===== config.mk =====
export PLATFORM = sky130hd
export DESIGN_NAME = ecall_sequencer
export DESIGN_NICKNAME = d
export VERILOG_FILES = /design/src/rtl/ecall_sequencer_pkg.sv /design/src/rtl/ecall_sequencer_btn_sync_edge.sv /design/src/rtl/ecall_sequencer.sv
export SDC_FILE = /design/constraint.sdc
export NUM_CORES = 1
export LEC_CHECK = 0
export BUFFER_PORTS_ARGS = -buffer_cell sky130_fd_sc_hd__clkbuf_2
export CAP_MARGIN = 20
export CELL_PAD_IN_SITES_DETAIL_PLACEMENT = 0
export CELL_PAD_IN_SITES_GLOBAL_PLACEMENT = 2
export CORE_MARGIN = 2
export CORE_UTILIZATION = 27
export DETAILED_ROUTE_END_ITERATION = 10
export PLACE_DENSITY = 0.83
export SLEW_MARGIN = 15
export SYNTH_ARGS = -nofsm -noshare
export SYNTH_HDL_FRONTEND = slang
export SYNTH_SLANG_ARGS = --single-unit

===== constraint.sdc =====
create_clock -name clk -period 4.05 [get_ports clk]
set_clock_uncertainty 0.05 [all_clocks]
set_input_delay 0.2025 -clock clk [delete_from_list [all_inputs] [get_ports clk]]
set_output_delay 0.2025 -clock clk [all_outputs]
set_load 0.005 [all_outputs]

===== src/rtl/ecall_sequencer_pkg.sv =====
// Shared definitions for the ecall sequencer: service codes, FSM state
// encoding and the writeback register index.
package ecall_sequencer_pkg;

    localparam logic [31:0] SVC_PRINT_INT = 32'd1;
    localparam logic [31:0] SVC_READ_INT  = 32'd5;
    localparam logic [31:0] SVC_EXIT      = 32'd10;

    localparam logic [4:0]  REG_A0        = 5'd10;

    typedef enum logic [1:0] {
        ST_IDLE     = 2'd0,
        ST_WAIT_BTN = 2'd1,
        ST_DONE     = 2'd2,
        ST_HALT     = 2'd3
    } seq_state_e;

endpackage


===== src/rtl/ecall_sequencer_btn_sync_edge.sv =====
// Confirm-button conditioning: two-flop synchronizer followed by a
// one-cycle rising-edge pulse generator.
module btn_sync_edge (
    input  logic clk,
    input  logic rst,
    input  logic btn_i,
    output logic press_o
);

    logic meta_q, meta_d;
    logic sync_q, sync_d;
    logic sync_prev_q, sync_prev_d;

    // Next-state of the synchronizer chain and the edge-detect history flop.
    always_comb begin
        meta_d      = btn_i;
        sync_d      = meta_q;
        sync_prev_d = sync_q;
    end

    // Synchronizer and history flops, cleared asynchronously.
    always_ff @(posedge clk or posedge rst) begin
        if (rst) begin
            meta_q      <= 1'b0;
            sync_q      <= 1'b0;
            sync_prev_q <= 1'b0;
        end else begin
            meta_q      <= meta_d;
            sync_q      <= sync_d;
            sync_prev_q <= sync_prev_d;
        end
    end

    // A press is the first cycle the synchronized level is seen high.
    assign press_o = sync_q & ~sync_prev_q;

endmodule


===== src/rtl/ecall_sequencer.sv =====
// Environment-call sequencer: stalls fetch while an ecall is serviced against
// the board I/O and returns read results to x10 through a writeback side-port.
module ecall_sequencer
    import ecall_sequencer_pkg::*;
#(
    parameter int SW_WIDTH      = 16,
    parameter bit AUTO_CONTINUE = 1'b0,
    parameter int PC_WIDTH      = 16
) (
    input  logic                clk,
    input  logic                rst,
    input  logic                ecall_i,
    input  logic [31:0]         a7_value,
    input  logic [31:0]         a0_value,
    input  logic [SW_WIDTH-1:0] switches,
    input  logic                confirm_btn,
    output logic                stall,
    output logic                wb_en,
    output logic [4:0]          wb_sel,
    output logic [31:0]         wb_data,
    output logic [31:0]         seg_value,
    output logic                seg_valid,
    output logic                halted
);

    // The PC itself lives in the fetch unit; only sanity-check its width here.
    if (PC_WIDTH < 1) begin : g_pc_width_check
        $error("ecall_sequencer: PC_WIDTH must be positive");
    end

    seq_state_e  state_q, state_d;
    logic        read_q, read_d;
    logic        wb_en_q, wb_en_d;
    logic [31:0] wb_data_q, wb_data_d;
    logic [31:0] seg_value_q, seg_value_d;
    logic        seg_valid_q, seg_valid_d;
    logic        halted_q, halted_d;
    logic        press_s;
    logic        stall_s;

    btn_sync_edge u_btn (
        .clk     (clk),
        .rst     (rst),
        .btn_i   (confirm_btn),
        .press_o (press_s)
    );

    // Service decode and state sequencing; wb_en is precomputed so that it is
    // a flop output that is high exactly during the DONE cycle.
    always_comb begin
        state_d     = state_q;
        read_d      = read_q;
        wb_en_d     = 1'b0;
        wb_data_d   = wb_data_q;
        seg_value_d = seg_value_q;
        seg_valid_d = seg_valid_q;
        halted_d    = halted_q;
        case (state_q)
            ST_IDLE: begin
                if (ecall_i) begin
                    if (a7_value == SVC_PRINT_INT) begin
                        seg_value_d = a0_value;
                        seg_valid_d = 1'b1;
                        read_d      = 1'b0;
                        state_d     = AUTO_CONTINUE ? ST_DONE : ST_WAIT_BTN;
                    end else if (a7_value == SVC_READ_INT) begin
                        read_d  = 1'b1;
                        state_d = ST_WAIT_BTN;
                    end else if (a7_value == SVC_EXIT) begin
                        read_d   = 1'b0;
                        halted_d = 1'b1;
                        state_d  = ST_HALT;
                    end else begin
                        read_d  = 1'b0;
                        state_d = ST_DONE;
                    end
                end else begin
                    state_d = ST_IDLE;
                end
            end
            ST_WAIT_BTN: begin
                if (press_s) begin
                    state_d = ST_DONE;
                    wb_en_d = read_q;
                    if (read_q) begin
                        wb_data_d = 32'(switches);
                    end else begin
                        wb_data_d = wb_data_q;
                    end
                end else begin
                    state_d = ST_WAIT_BTN;
                end
            end
            ST_DONE: begin
                state_d = ST_IDLE;
            end
            ST_HALT: begin
                state_d  = ST_HALT;
                halted_d = 1'b1;
            end
            default: begin
                state_d = ST_IDLE;
            end
        endcase
    end

    // Sequencer state and registered outputs, cleared asynchronously.
    always_ff @(posedge clk or posedge rst) begin
        if (rst) begin
            state_q     <= ST_IDLE;
            read_q      <= 1'b0;
            wb_en_q     <= 1'b0;
            wb_data_q   <= 32'd0;
            seg_value_q <= 32'd0;
            seg_valid_q <= 1'b0;
            halted_q    <= 1'b0;
        end else begin
            state_q     <= state_d;
            read_q      <= read_d;
            wb_en_q     <= wb_en_d;
            wb_data_q   <= wb_data_d;
            seg_value_q <= seg_value_d;
            seg_valid_q <= seg_valid_d;
            halted_q    <= halted_d;
        end
    end

    // PC hold: the ecall cycle itself stalls, DONE lets the PC step past it.
    always_comb begin
        stall_s = 1'b0;
        if (rst) begin
            stall_s = 1'b0;
        end else begin
            case (state_q)
                ST_IDLE:     stall_s = ecall_i;
                ST_WAIT_BTN: stall_s = 1'b1;
                ST_DONE:     stall_s = 1'b0;
                ST_HALT:     stall_s = 1'b1;
                default:     stall_s = 1'b0;
            endcase
        end
    end

    assign stall     = stall_s;
    assign wb_en     = wb_en_q;
    assign wb_sel    = REG_A0;
    assign wb_data   = wb_data_q;
    assign seg_value = seg_value_q;
    assign seg_valid = seg_valid_q;
    assign halted    = halted_q;

endmodule


==> impl_metrics.env, run 1 <==
export IMPL_status="completed"
export IMPL_worstPathMaxFanout=33
export IMPL_vias_per_cell=4.14
export IMPL_vias=1754
export IMPL_synth_area_leaders="dfrtp_1 60%, mux2_2 21%, buf_4 6.6%, nor4_1 1.8%, buf_6 1.4%"
export IMPL_antenna_found_initial=0
export IMPL_hp_class="input pin to async pin"
export IMPL_syn_avg_cell_area_um2=14.3
export IMPL_final_nets=395
export IMPL_tns_ps=0
export IMPL_gr_total_overflow=0
export IMPL_synth_distinct_cells=25
export IMPL_ir_drop_mv=0.151
export IMPL_clock_path_buffers=2
export IMPL_yosysMostFrequentCell="dfrtp_1"
export IMPL_crit_buf_inv=1
export IMPL_track_usage_pct=10.5
export IMPL_core_mm2=0.00868
export IMPL_yosysTopAreaCell="dfrtp_1"
export IMPL_critical_path_max_stage_delay_ps=430
export IMPL_rows=34
export IMPL_worstSetupStartpointType="flip-flop"
export IMPL_cp_arrival_ps=2100
export IMPL_drt_wl_total_um=5080
export IMPL_routedWlPerCell_um=12.0
export IMPL_end_kind="flip-flop"
export IMPL_antennaDiodeCount=0
export IMPL_cts_tree="done"
export IMPL_remaining_drc_errors=0
export IMPL_setup_viol=0
export IMPL_synth_warnings=0
export IMPL_dpl_hpwl_um=3830
export IMPL_die_height_um=98.2
export IMPL_slew_headroom_pct=52.9
export IMPL_crit_type="flip-flop to flip-flop"
export IMPL_portBuffers=135
export IMPL_insertion_delay_ps=320
export IMPL_syn_to_final_growth_pct=37.3
export IMPL_tightestPinTransition_ps=706
export IMPL_p_leak_nw=1.87
export IMPL_finalHoldViolCount=0
export IMPL_dieArea_mm2=0.00964
export IMPL_crit_path_cell_trace="nor2_1 > nand2_1 > nor4_4 > buf_4 > mux2_2"
export IMPL_grt_pass1_wl_um=8100
export IMPL_p_per_area_mw_per_mm2=334
export IMPL_postLayoutCellArea_mm2=0.00329
export IMPL_critPathTopFamily="simple AND/OR/NAND/NOR gates"
export IMPL_first_pass_iters=4
export IMPL_synthCells=167
export IMPL_cts_sinks=57
export IMPL_path_clk_slew_ps=60
export IMPL_grt_pass1_vias=1747
export IMPL_cap_violations=0
export IMPL_syn_area_mm2=0.00239
export IMPL_rsz0062_at_grt="no"
export IMPL_die_w_um=98.2
export IMPL_stdcell_count=424
export IMPL_worstPathRequired_ps=4210
export IMPL_ys_seq_area_share_pct=59.6
export IMPL_async_flop_share_pct=100
export IMPL_cts_made_buffers=9
export IMPL_min_period_ps=1940
export IMPL_synth_commonest_cells="57 x dfrtp_1, 45 x mux2_2, 21 x buf_4"
export IMPL_antenna_left=0
export IMPL_gp_congestion=0.709
export IMPL_htree_levels=3
export IMPL_fmax_ghz=0.514
export IMPL_post_synth_top_area_fraction_pct=59.6
export IMPL_drive_gt1_share_pct=63.9
export IMPL_synthFlopType="dfrtp_1"
export IMPL_grt_max_degree=58
export IMPL_ioPinCount=157
export IMPL_synth_edf_count=0
export IMPL_ctsRootBufferMaster="clkbuf_8"
export IMPL_ys_seq_elements=57
export IMPL_start_util_pct=27.6
export IMPL_place_area_mm2=0.00310
export IMPL_whs_ps=26.8
export IMPL_placed_cells=407
export IMPL_post_route_period_util_pct=48.0
export IMPL_drt_iter0_markers=14
export IMPL_drv_slew=0
export IMPL_slowest_stage="dfrtp_1"
==> where the power goes <==
| group | internal, mW | switching (mW) | total, mW |
|---|---|---|---|
| Sequential | 0.571 | 0.000425 | 0.571 |
| Clock | 0.253 | 0.211 | 0.464 |
| Combinational | 0.0321 | 0.0291 | 0.0612 |
==> worst paths after layout <==
path	start	to	slack [ps]	depth (start not counted)
setup reg to reg	state_q[1]$_DFF_PP0_	seg_value[7]$_DFFE_PP0P_	2110	5
max in group asynchronous	rst	wb_data[5]$_DFFE_PP0P_	3460	3
min in group clk	a0_value[13]	seg_value[13]$_DFFE_PP0P_	50	2
setup / recovery	state_q[1]$_DFF_PP0_	seg_value[7]$_DFFE_PP0P_	2110	5
hold reg to reg	u_btn.meta_q$_DFF_PP0_	u_btn.sync_prev_d$_DFF_PP0_	300	0
hold / removal	rst	halted$_DFFE_PP0P_	30	3
==> per-layer routing <==
metal  vias up  track usage, %  part of all wire (%)
met5         -               0                     0
met4         0            2.74                  0.33
met3         2            6.01                    11
met2        94            16.4                    47
met1       821            12.6                    42
li1        837               -                     -
==> layout make-up <==
class                           count  area (um^2)
Sequential cell                    57         1430
Multi-Input combinational cell    103          840
Clock buffer                       13          159
Clock inverter                      3         15.0
Fill cell                         883         5390
Timing Repair Buffer              139          708
Tap cell                          108          135
Inverter                            1         3.75
==> timing repair <==
item                                    CTS  global route
hold buffers                              1             0
gates resized for setup                   0             0
hold endpoints to repair                  1             0
buffers inserted                          0             0
endpoints found under the setup margin    0             0
==> per-stage QoR <==
step                util (%)  worst slack, ps  power (mW)
floorplan                  -             2200       0.613
global placement        35.8             1890       0.643
detailed placement      35.8             1890       0.643
CTS                     37.9             2070        1.12
global route            37.9             1920        1.16
finish                  37.9             2110        1.10
==> tightest hold or removal path: cells and delay by family <==
family                 cells  cell delay, ps
buffers and inverters      3             700
==> layout by cell type (no fill, tap or decap), types with 2 or more instances in the layout <==
cell	n
mux2_1	3
nand2b_1	3
nor4_1	7
mux2_2	45
clkbuf_1	2
conb_1	21
clkbuf_8	11
clkbuf_2	135
clkinv_2	3
o21ai_0	2
nand4_1	2
buf_4	3
and2_1	2
dfrtp_1	57
nor2_1	5
nand2_1	3
==> state kept, by name, indices dropped and copies added (netlist names) <==
signal	count
u_btn.sync_prev_q	1
state_q	2
wb_en	1
read_q	1
u_btn.meta_q	1
halted	1
wb_data	16
u_btn.sync_prev_d	1
seg_value	32
seg_valid	1
==> logic make-up after synthesis <==
group / count (synthesis) / synth area share (%)
AOI/OAI and AO/OA: 5 / 1.57
DFF: 57 / 59.6
other: 2 / 0.314
and+or+nand+nor: 29 / 7.63
muxes: 48 / 22.6
buffers and inverters: 26 / 8.36
Note: power is estimated with default switching activity, not from simulation.
==> inputs of run 2 (changes only) <==
Settings changed: CORE_UTILIZATION 27 to 25, PLACE_DENSITY 0.83 to 0.78.
Clock period 4.05 ns to 1.9 ns, I/O delays scaled along.
==> impl_metrics.env, run 2 (synthesis results as in run 1) <==
export IMPL_stdcell_count=501
export IMPL_antennaDiodeCount=0
export IMPL_rsz0062_at_grt="no"
export IMPL_crit_path_start="a7_value[2]"
export IMPL_final_nets=451
export IMPL_post_cts_resized=0
export IMPL_drt_wl_total_um=5810
export IMPL_routedWlPerCell_um=11.6
export IMPL_drv_slew=0
export IMPL_drive_gt1_share_pct=56.5
export IMPL_placed_cells=434
export IMPL_track_usage_pct=11.3
export IMPL_dieArea_mm2=0.0104
export IMPL_cts_setup_buffers=0
export IMPL_hp_class="input pin to flip-flop"
export IMPL_htree_levels=3
export IMPL_end_kind="flip-flop"
export IMPL_pre_cts_ws_ps=-30.1
export IMPL_worstHoldStart="a7_value[0]"
export IMPL_p_leak_nw=2.13
export IMPL_cts_tree="done"
export IMPL_die_height_um=102
export IMPL_setup_viol=0
export IMPL_post_route_period_util_pct=92.8
export IMPL_clock_path_buffers=2
export IMPL_final_common_cell="clkbuf_2"
export IMPL_drt_iter0_markers=33
export IMPL_antenna_left=0
export IMPL_worstSetupStartpointType="input pin"
export IMPL_gr_total_overflow=0
export IMPL_syn_to_final_growth_pct=64.5
export IMPL_grt_max_degree=38
export IMPL_die_w_um=102
export IMPL_vias=1989
export IMPL_antenna_found_initial=0
export IMPL_crit_type="input pin to flip-flop"
export IMPL_grt_pass1_wl_um=8870
export IMPL_insertion_delay_ps=320
export IMPL_grt_pass1_vias=1902
export IMPL_most_common_layout_cells="135 x clkbuf_2, 57 x dfrtp_1, 51 x dlygate4sd3_1"
export IMPL_power_mw=2.71
export IMPL_worstPathRequired_ps=2050
export IMPL_min_period_ps=1760
export IMPL_dpl_hpwl_um=4140
export IMPL_p_per_area_mw_per_mm2=689
export IMPL_fillCellCount=942
export IMPL_ioPinCount=157
export IMPL_start_util_pct=25.8
export IMPL_multi_input_area_um2=840
export IMPL_min_path_cells=4
export IMPL_status="completed"
export IMPL_ctsRootBufferMaster="clkbuf_8"
export IMPL_path_clk_slew_ps=60
export IMPL_fmax_ghz=0.567
export IMPL_cp_arrival_ps=1920
export IMPL_ctsHoldBuffers=51
export IMPL_remaining_drc_errors=0
export IMPL_rrSetupSlack_ps=230
export IMPL_worstPathMaxFanout=33
export IMPL_seq_area_mm2=0.00143
export IMPL_portBuffers=135
export IMPL_cts_sinks=57
export IMPL_rows=35
export IMPL_largest_reg_flops=32
export IMPL_ir_drop_mv=0.248
export IMPL_cts_made_buffers=9
export IMPL_r2r_start="state_q[1]$_DFF_PP0_"
export IMPL_whs_ps=81.7
export IMPL_finalHoldViolCount=0
export IMPL_reg2reg_to="seg_value[5]$_DFFE_PP0P_"
export IMPL_vias_per_cell=3.97
export IMPL_core_mm2=0.00928
export IMPL_gp_congestion=0.739
export IMPL_min_to="state_q[0]$_DFF_PP0_"
export IMPL_cap_violations=0
export IMPL_timing_final_ws_setup_ps=137
export IMPL_reg2reg_depth=5
export IMPL_first_pass_iters=4
==> run 2: cell count changes in the layout (fill, tap and decap cells not counted) <==
cell and delta:
buf_12 +2, buf_4 +4, bufinv_16 +2, clkbuf_1 -2
clkinv_2 -1, clkinvlp_4 +1, dlygate4sd3_1 +50
==> run 2: final cells by class <==
type	instances	share of cell area, %
Clock buffer	11	3.84
Clock inverter	5	1.97
Inverter	1	0.0953
Multi-Input combinational cell	103	21.3
Sequential cell	57	36.2
Tap cell	129	4.10
Timing Repair Buffer	195	32.5
==> run 2: worst max-delay path by stage <==
| stage | cells after the start | to | slack (ps) |
|---|---|---|---|
| after global placement | 6 | seg_value[28]$_DFFE_PP0P_ | 40 |
| after detailed placement | 6 | seg_value[5]$_DFFE_PP0P_ | -30 |
| final | 6 | seg_value[5]$_DFFE_PP0P_ | 140 |
| after floorplan | 5 | seg_value[0]$_DFFE_PP0P_ | 150 |
| after global routing | 6 | seg_value[8]$_DFFE_PP0P_ | 80 |
| after CTS | 6 | seg_value[5]$_DFFE_PP0P_ | 150 |
==> run 2: power by group <==
part           total [mW]  switching [mW]  internal (mW)  leakage [nW]
Clock                1.28           0.472          0.805         0.115
Sequential           1.22         0.00101           1.22         0.774
Combinational       0.217          0.0787          0.139          1.24
Total                2.71           0.552           2.16          2.13
==> run 2: metrics by stage <==
step / utilization, % / TNS, ps / instance area [um^2]
after floorplan: - / 0 / 2470
after global placement: 34.5 / 0 / 3200
after detailed placement: 34.5 / -583 / 3200
after CTS: 42.4 / 0 / 3940
after global routing: 42.4 / 0 / 3940
final: 42.4 / 0 / 3940
==> run 2: metal layers <==
metal  vias to the layer above  routed length (um)  global-route usage, %  share of wire (%)
met2                       101                2860                   18.9                 49
met1                       935                2450                   13.2                 42
met3                         6                 435                   3.15                7.5
met5                         -                   0                      0                  0
met4                         0                  67                   6.15                1.2
li1                        947                   -                      -                  -
==> run 2: worst max-delay path, cell delays in order <==
cell and delay [ps]:
dlygate4sd3_1 540, clkbuf_2 140, nand2b_1 180, nor4_4 340
buf_12 250, mux2_2 360
==> inputs of run 3 (changes only) <==
Settings changed: CORE_MARGIN 2 to default, SETUP_SLACK_MARGIN from default to 0.5, SYNTH_HIERARCHICAL from default to 1.
==> impl_metrics.env, run 3 <==
export IMPL_syn_to_final_growth_pct=79.3
export IMPL_grt_pass1_wl_um=10300
export IMPL_clock_path_buffers=2
export IMPL_ioPinCount=157
export IMPL_synthCells=167
export IMPL_synth_area_leaders="dfrtp_1 60%, mux2_2 22%, buf_4 6.6%, nor4_1 2.1%, buf_6 1.4%"
export IMPL_htree_levels=3
export IMPL_gr_total_overflow=0
export IMPL_synthFlopType="dfrtp_1"
export IMPL_post_route_period_util_pct=86.7
export IMPL_utilization_pct=46.4
export IMPL_drt_iter0_markers=60
export IMPL_portBuffers=135
export IMPL_power_mw=2.77
export IMPL_tns_ps=0
export IMPL_yosysMostFrequentCell="dfrtp_1"
export IMPL_min_to="read_q$_DFFE_PP0P_"
export IMPL_gp_congestion=0.735
export IMPL_whs_ps=90.4
export IMPL_drt_wl_total_um=6590
export IMPL_cp_arrival_ps=1810
export IMPL_fmax_ghz=0.607
export IMPL_start_util_pct=25.9
export IMPL_grt_use_met3_pct=4.11
export IMPL_ir_drop_mv=0.420
export IMPL_antenna_found_initial=0
export IMPL_ys_seq_elements=57
export IMPL_rows=35
export IMPL_synth_distinct_cells=25
export IMPL_syn_avg_cell_area_um2=14.3
export IMPL_dieArea_mm2=0.00997
export IMPL_insertion_delay_ps=330
export IMPL_cts_made_buffers=9
export IMPL_grt_pass1_vias=2132
export IMPL_syn_area_mm2=0.00239
export IMPL_synth_warnings=6
export IMPL_synth_commonest_cells="57 x dfrtp_1, 46 x mux2_2, 21 x buf_4"
export IMPL_r2r_start="state_q[0]$_DFF_PP0_"
export IMPL_hp_class="input pin to flip-flop"
export IMPL_routedWlPerCell_um=12.8
export IMPL_rsz0062_at_grt="yes"
export IMPL_final_nets=463
export IMPL_slowest_stage="dfrtp_1"
export IMPL_yosysTopAreaCell="dfrtp_1"
export IMPL_reg2reg_to="seg_value[30]$_DFFE_PP0P_"
export IMPL_drv_slew=0
export IMPL_slew_headroom_pct=60.1
export IMPL_first_pass_iters=4
export IMPL_worstPathRequired_ps=2070
export IMPL_finalHoldViolCount=0
export IMPL_worstSetupStartpointType="flip-flop"
export IMPL_antennaDiodeCount=0
export IMPL_cts_tree="done"
export IMPL_die_height_um=99.8
export IMPL_rrSetupSlack_ps=250
export IMPL_critical_path_max_stage_delay_ps=390
export IMPL_antenna_left=0
export IMPL_grtUsageMet2_pct=25.0
export IMPL_setup_viol=0
export IMPL_dpl_hpwl_um=3940
export IMPL_largest_reg_flops=32
export IMPL_global_route_usage_met1_pct=14.9
export IMPL_crit_path_cell_trace="nor2_1 > nand2_2 > nor4_4 > buf_4 > buf_12 > buf_16 > mux2_4"
export IMPL_post_synth_top_area_fraction_pct=59.6
export IMPL_final_common_cell="clkbuf_2"
export IMPL_ctsRootBufferMaster="clkbuf_8"
export IMPL_synth_edf_count=0
export IMPL_track_usage_pct=13.8
export IMPL_grt_max_degree=28
export IMPL_vias=2064
export IMPL_end_kind="flip-flop"
export IMPL_reg2reg_depth=7
export IMPL_cap_violations=0
export IMPL_p_per_area_mw_per_mm2=646
export IMPL_path_clk_slew_ps=70
export IMPL_tightestPinTransition_ps=597
export IMPL_ys_seq_area_share_pct=59.6
export IMPL_remaining_drc_errors=0
export IMPL_min_path_cells=4
export IMPL_crit_type="flip-flop to flip-flop"
export IMPL_min_period_ps=1650
export IMPL_critPathTopFamily="buffers and inverters"
export IMPL_core_mm2=0.00924
export IMPL_worstPathMaxFanout=8
export IMPL_grt_busiest_layer="met2"
export IMPL_async_flop_share_pct=100
export IMPL_status="completed"
export IMPL_crit_buf_inv=3
export IMPL_vias_per_cell=4.02
export IMPL_cts_sinks=57
export IMPL_p_leak_nw=2.23
export IMPL_most_common_layout_cells="134 x clkbuf_2, 57 x dfrtp_1, 50 x dlygate4sd3_1"
export IMPL_worstHoldStart="a7_value[2]"
export IMPL_drive_gt1_share_pct=61.2
export IMPL_die_w_um=99.8
[run 3: cell count changes after synthesis, sizes merged, moves of 2 or more]
| cell | change |
|---|---|
| inv | +4 |
| nor2b | +2 |
| and2 | -2 |
| nor2 | -3 |
| nand2b | -3 |
[run 3: power by group]
| part | total [mW] | switching (mW) | internal [mW] |
|---|---|---|---|
| clock network | 1.26 | 0.487 | 0.772 |
| logic | 0.268 | 0.102 | 0.166 |
| registers | 1.25 | 0.0109 | 1.23 |
[run 3: layer usage]
layer / routed length (um) / vias up
met3: 430 / 6
met1: 2650 / 995
met2: 3430 / 89
li1: - / 974
met4: 80 / 0
met5: 0 / -
[run 3: timing repair]
item	CTS	global route
hold buffers	50	0
pin swaps	4	0
gates cloned	5	0
setup endpoints to repair	50	52
resized for setup	31	3
setup buffers	10	0
hold endpoints to repair	77	0
[run 3: final cells by class]
| type | count | area [um^2] |
|---|---|---|
| clock buffers | 11 | 141 |
| clock inverters | 5 | 78.8 |
| fillers | 840 | 4950 |
| inverters | 5 | 22.5 |
| multi-input cells | 99 | 975 |
| flip-flops and latches | 57 | 1430 |
| well taps | 129 | 161 |
| repair buffers | 207 | 1490 |
[run 3: worst max path at each step]
stage,cells past startpoint,end,start
after floorplan,5,seg_value[16]$_DFFE_PP0P_,a7_value[20]
after global placement,6,seg_value[5]$_DFFE_PP0P_,a7_value[12]
after detailed placement,6,seg_value[5]$_DFFE_PP0P_,a7_value[19]
after CTS,7,seg_value[21]$_DFFE_PP0P_,state_q[0]$_DFF_PP0_
after global routing,7,seg_value[22]$_DFFE_PP0P_,state_q[0]$_DFF_PP0_
final,7,seg_value[30]$_DFFE_PP0P_,state_q[0]$_DFF_PP0_
[run 3: kinds of logic (layout without fill, tap and decap cells)]
family | after synthesis | count (layout) | share of synthesized area, %
flops | 57 | 57 | 59.6
mux | 48 | 48 | 22.6
buf+inv | 30 | 228 | 8.94
simple gates | 24 | 24 | 6.85
compound gates | 6 | 6 | 1.73
other cells | 2 | 21 | 0.314
[run 3: stage by stage]
stage | std cells | worst slack (ps) | cell area [um^2]
final | 513 | 253 | 4290
after global placement | 432 | 109 | 3230
after floorplan | 186 | 173 | 2530
after detailed placement | 432 | 72.0 | 3230
after global routing | 513 | 180 | 4290
after CTS | 513 | 279 | 4280
[run 3: worst reg2reg max path, cell delays in order (launching register included)]
cell	delay (ps)
dfrtp_1	390
nor2_1	130
nand2_2	90
nor4_4	160
buf_4	190
buf_12	110
buf_16	130
mux2_4	310
